File: src/rtl/aquarium_pkg.sv
// aquarium_pkg: shared sequencer states, display mux codes, channel ids and per-channel limits.
package aquarium_pkg;
    typedef enum logic [2:0] {S_IDLE, S_REQ, S_CHECK, S_SHOW, S_ERROR} state_t;

    localparam logic [4:0] MODE_IDLE = 5'b00000;
    localparam logic [4:0] MODE_CH0  = 5'b00001;
    localparam logic [4:0] MODE_CH1  = 5'b00010;
    localparam logic [4:0] MODE_CH2  = 5'b00100;
    localparam logic [4:0] MODE_CH3  = 5'b01000;
    localparam logic [4:0] MODE_CH4  = 5'b10000;
    localparam logic [4:0] MODE_ERR  = 5'b11111;

    localparam logic [2:0] CH_FISH  = 3'd0;
    localparam logic [2:0] CH_CLEAN = 3'd1;
    localparam logic [2:0] CH_TEMP  = 3'd2;
    localparam logic [2:0] CH_FOOD  = 3'd3;
    localparam logic [2:0] CH_SALT  = 3'd4;

    // Entry n of each table belongs to channel n.
    localparam logic [4:0][7:0] LO = {8'd0, 8'd10, 8'd22, 8'd50, 8'd1};
    localparam logic [4:0][7:0] HI = {8'd40, 8'd255, 8'd28, 8'd255, 8'd30};
    localparam logic [4:0][4:0] MODE_CH = {MODE_CH4, MODE_CH3, MODE_CH2, MODE_CH1, MODE_CH0};

    function automatic logic in_range(input logic [2:0] ch, input logic [7:0] v);
        return (v >= LO[ch]) && (v <= HI[ch]);
    endfunction

    function automatic logic [4:0] ch_mode(input logic [2:0] ch);
        return MODE_CH[ch];
    endfunction
endpackage

File: src/rtl/mode_timer.sv
// mode_timer: loadable down-counter that stops at zero; done flags the last cycle of a count.
module mode_timer (
    input  logic       CLK,
    input  logic       reset,
    input  logic       load,
    input  logic [7:0] load_val,
    output logic       done
);
    logic [7:0] cnt_q;

    always_ff @(posedge CLK) begin
        if (reset) cnt_q <= '0;
        else       cnt_q <= load ? load_val : (done ? cnt_q : cnt_q - 8'd1);
    end

    assign done = (cnt_q == 8'd0);
endmodule

File: src/rtl/tank_monitor_sequencer.sv
// tank_monitor_sequencer: scans five tank sensors, limit-checks each reading and
// shows it on the display mux for a fixed dwell, latching the first error seen.
module tank_monitor_sequencer
    import aquarium_pkg::*;
#(
    parameter int DWELL_CYC   = 8,
    parameter int ACK_TIMEOUT = 16
) (
    input  logic       CLK,
    input  logic       reset,
    input  logic       run,
    input  logic       clear_err,
    input  logic       sens_ack,
    input  logic [7:0] sens_data,
    output logic       sens_req,
    output logic [2:0] sens_sel,
    output logic [4:0] ld_en,
    output logic [4:0] mux_sel,
    output logic [7:0] disp_data,
    output logic       err,
    output logic [2:0] err_src,
    output logic       err_timeout,
    output logic       scan_done
);
    state_t     state_q, state_d;
    logic [2:0] ch_q, ch_d, src_q, src_d;
    logic [7:0] val_q, val_d;
    logic       tmo_q, tmo_d, tmr_done;

    // The timer reloads on every state change: dwell for SHOW, ack budget otherwise.
    mode_timer u_timer (
        .CLK      (CLK),
        .reset    (reset),
        .load     (state_d != state_q),
        .load_val (state_d == S_SHOW ? 8'(DWELL_CYC - 1) : 8'(ACK_TIMEOUT - 1)),
        .done     (tmr_done)
    );

    always_ff @(posedge CLK) begin
        if (reset) begin
            state_q <= S_IDLE;
            ch_q    <= '0;
            val_q   <= '0;
            src_q   <= '0;
            tmo_q   <= 1'b0;
        end else begin
            state_q <= state_d;
            ch_q    <= ch_d;
            val_q   <= val_d;
            src_q   <= src_d;
            tmo_q   <= tmo_d;
        end
    end

    always_comb begin
        state_d   = state_q;
        ch_d      = ch_q;
        val_d     = val_q;
        src_d     = src_q;
        tmo_d     = tmo_q;
        sens_req  = 1'b0;
        ld_en     = '0;
        mux_sel   = MODE_IDLE;
        disp_data = '0;
        err       = 1'b0;
        scan_done = 1'b0;
        case (state_q)
            S_IDLE: begin
                ch_d    = CH_FISH;
                state_d = run ? S_REQ : S_IDLE;
            end
            S_REQ: begin
                sens_req = 1'b1;
                if (sens_ack) begin
                    val_d   = sens_data;
                    ld_en   = ch_mode(ch_q);
                    state_d = S_CHECK;
                end else if (tmr_done) begin
                    src_d   = ch_q;
                    tmo_d   = 1'b1;
                    state_d = S_ERROR;
                end
            end
            S_CHECK: begin
                src_d   = in_range(ch_q, val_q) ? src_q : ch_q;
                tmo_d   = in_range(ch_q, val_q) ? tmo_q : 1'b0;
                state_d = in_range(ch_q, val_q) ? S_SHOW : S_ERROR;
            end
            S_SHOW: begin
                mux_sel   = ch_mode(ch_q);
                disp_data = val_q;
                if (tmr_done) begin
                    scan_done = (ch_q == CH_SALT);
                    ch_d      = (!run || ch_q == CH_SALT) ? CH_FISH : ch_q + 3'd1;
                    state_d   = run ? S_REQ : S_IDLE;
                end
            end
            S_ERROR: begin
                mux_sel   = MODE_ERR;
                disp_data = 8'hFF;
                err       = 1'b1;
                if (clear_err) begin
                    ch_d    = CH_FISH;
                    src_d   = '0;
                    tmo_d   = 1'b0;
                    state_d = S_IDLE;
                end
            end
            default: state_d = S_IDLE;
        endcase
    end

    assign sens_sel    = ch_q;
    assign err_src     = src_q;
    assign err_timeout = tmo_q;
endmodule

File: config.mk
export PLATFORM = sky130hd
export DESIGN_NAME = tank_monitor_sequencer
export DESIGN_NICKNAME = d
export VERILOG_FILES = /design/src/rtl/aquarium_pkg.sv /design/src/rtl/mode_timer.sv /design/src/rtl/tank_monitor_sequencer.sv
export SDC_FILE = /design/constraint.sdc
export NUM_CORES = 1
export LEC_CHECK = 0
export BUFFER_PORTS_ARGS = -buffer_cell sky130_fd_sc_hd__buf_2
export CORE_ASPECT_RATIO = 2
export CORE_MARGIN = 8
export CORE_UTILIZATION = 55
export DETAILED_ROUTE_END_ITERATION = 6
export PLACE_DENSITY_LB_ADDON = 0.12
export SYNTH_ARGS = -nofsm -noshare
export SYNTH_HDL_FRONTEND = slang
export SYNTH_SLANG_ARGS = --single-unit
File: constraint.sdc
create_clock -name CLK -period 2.7 [get_ports CLK]
set_input_delay 0.27 -clock CLK [delete_from_list [all_inputs] [get_ports CLK]]
set_output_delay 0.27 -clock CLK [all_outputs]
set_load 0.005 [all_outputs]
==> results.txt <==
outcome = finished clean
worst hold start = sens_data[0]
depth of the worst register-to-register path = 10
Antenna Nets Post-Route = 0
Cell Area, Synth = 2090 sq um
vias in the first global route = 1909
core area = 3760 sq um
final setup margin = 0.373 ns
largest net degree at the start of global routing = 23
number of clock sinks = 37
Final Instance Area = 2400 sq um
Hold Buf Count CTS = 0
initial antenna violation count = 0
die height = 103 um
R2R Path Start = u_timer.cnt_q[0]
sequential area share after synthesis = 0.354
synthesized area per cell = 8.14 sq um
post-synthesis cell type count = 44
Core Util, Final = 0.639
max frequency = 430 MHz
Vias/cell = 5.52
Num CTS Buffers = 5
via count = 1916
Root Driver = clkbuf_8
nets@finish = 327
pwr/cell area = 544 nW/um^2
hpwl dp = 3830 um
htree depth = 2
CP arrival = 2.49 ns
maximum vdd drop = 387 uV
hold depth = 3
latest clock arrival within the worst-skew pair = 0.29 ns
layout cells sized above 1 = 0.186
total power = 1.31 mW
endpoint type of the worst setup path = flop
ANT cells = 0
placed instance area = 2320 sq um
#FFs+latches synth = 37
GRT Resource Usage Total = 0.177
r2r setup slk = 0.37 ns
post-placement worst setup slack = 0.375 ns
routed len/inst = 14.2 um
RSZ-0062 raised after global routing = no
min Tclk post-route = 2.33 ns
Hold Fails Final Rpt = 0
final wirelength = 4920 um
CTS tree = yes
die footprint = 6160 sq um
CTS clk-pin slew, worst paths = 0.07 ns
Layout area overhead = 14.9%
GPL Wtd Cong = 0.872
Pre-antenna DRT Iters = 4
crit path max fanout = 7
Yosys warning count = 0
Layout Skew = 0.00523 ns
row count = 32
Post-CTS Setup Inserts = 0
Max Cap Viol = 0
type of origin of the critical path = flop
io pins = 41
I/O Buffers = 40
setup_tns = 0 ns
Mapped Cells = 257
post-synthesis net count = 289
Slew @ Worst Pin = 0.666 ns
Leakage Power = 1.24 nW
initial core utilization = 0.556
Crit path required time = 2.86 ns
DRT iter0 DRCs = 44
most frequent cells in the layout = buf_2 (40), dfxtp_1 (37), nand2_1 (35)
Setup-failing EPs final = 0
HP Class = input pin to flop
global-route wire length before repair = 8480 um
hold endpoint = val_q[0]
drt drc = 0
GRT overflow = 0
period utilization = 0.862
post_cts resized = 0
critical path class = flop to flop
most common cell after layout, fill and taps aside = buf_2
Rel. slew slack = 0.556
count of pins over their slew limit = 0
CTS max path bufs = 2
chip width = 59.6 um
## critical path: stages, from the launching register on
cell and delay, ns:
dfxtp_1 0.31, inv_1 0.12, ha_1 0.16, nor4b_4 0.28
and2_1 0.38, a22o_1 0.26, nor2_1 0.05, a21oi_1 0.14
or2_2 0.15, ha_1 0.22, nor2b_1 0.12
## cells by family after synthesis
| logic type | Yosys count | share of synthesized area |
|---|---|---|
| AND/OR/NAND/NOR | 96 | 0.238 |
| AO/OA/AOI/OAI | 71 | 0.221 |
| XOR/XNOR | 4 | 0.0167 |
| adder cells (fa/ha/maj) | 19 | 0.114 |
| buffers and inverters | 30 | 0.0568 |
| flip-flops | 37 | 0.354 |
## stage by stage
stage / hold slack, ns / cells
after floorplan: 0.385 / 257
after CTS: 0.202 / 347
after global routing: 0.217 / 347
after global placement: 0.466 / 339
after detailed placement: 0.466 / 339
final: 0.215 / 347
## final cells by class
type / instances / area, sq um
Sequential cell: 37 / 741
Clock inverter: 1 / 7.51
Multi-Input combinational cell: 190 / 1230
Inverter: 20 / 75.1
Clock buffer: 7 / 76.3
Timing Repair Buffer: 41 / 208
Tap cell: 51 / 63.8
Fill cell: 359 / 1360
## synthesized netlist by cell type
master	number	area, sq um
o211ai_1	3	22.5
nor3b_1	1	7.51
nor2_1	25	93.8
o211a_1	2	20.0
o21a_1	1	7.51
a21boi_4	1	18.8
a211oi_1	2	15.0
nand2b_1	7	43.8
a32oi_1	3	26.3
inv_1	18	67.6
and3_1	2	12.5
and4_1	1	8.76
and3b_1	1	8.76
nand3b_1	2	15.0
clkbuf_1	7	26.3
or4_1	3	22.5
o41ai_1	1	8.76
a31oi_1	3	18.8
xnor2_1	3	26.3
a31o_2	1	8.76
buf_4	1	7.51
nand3_1	3	15.0
nand3b_4	1	20.0
nor2b_1	1	6.26
and2_1	3	18.8
o21ai_0	12	60.1
or2_2	1	6.26
nor3_1	4	20.0
dfxtp_1	37	741
a21oi_1	23	115
ha_1	19	238
nor3_4	1	16.3
inv_2	2	7.51
o31ai_1	1	7.51
nand2_1	35	131
buf_2	2	10.0
o311a_1	1	10.0
nor4_1	3	18.8
or3b_1	1	8.76
xor2_1	1	8.76
a21o_1	14	105
o21ai_1	2	10.0
a22o_1	1	8.76
nor4b_4	1	23.8
## layer usage
layer | global-route usage | share of wire | up-vias | routed length [um]
met4 | 0.0833 | 0.015 | 0 | 72
met3 | 0.0310 | 0.036 | 5 | 179
met1 | 0.194 | 0.44 | 905 | 2170
li1 | - | - | 972 | -
met2 | 0.315 | 0.51 | 34 | 2500
met5 | 0 | 0 | - | 0
## report_power, final
group | internal, mW | total (mW) | switching, mW
Clock | 0.183 | 0.374 | 0.192
Sequential | 0.580 | 0.620 | 0.0399
Combinational | 0.133 | 0.315 | 0.182
Total | 0.895 | 1.31 | 0.413
## worst max path at each step
stage / start / endpoint / cells past startpoint
3_5_place_dp: u_timer.cnt_q[0] / flop / 10
2_1_floorplan: u_timer.cnt_q[0] / flop / 11
3_3_place_gp: u_timer.cnt_q[0] / flop / 10
5_1_grt: u_timer.cnt_q[0] / flop / 10
6_report: u_timer.cnt_q[0] / flop / 10
4_1_cts: u_timer.cnt_q[0] / flop / 10
(Power assumes the default switching activity.)
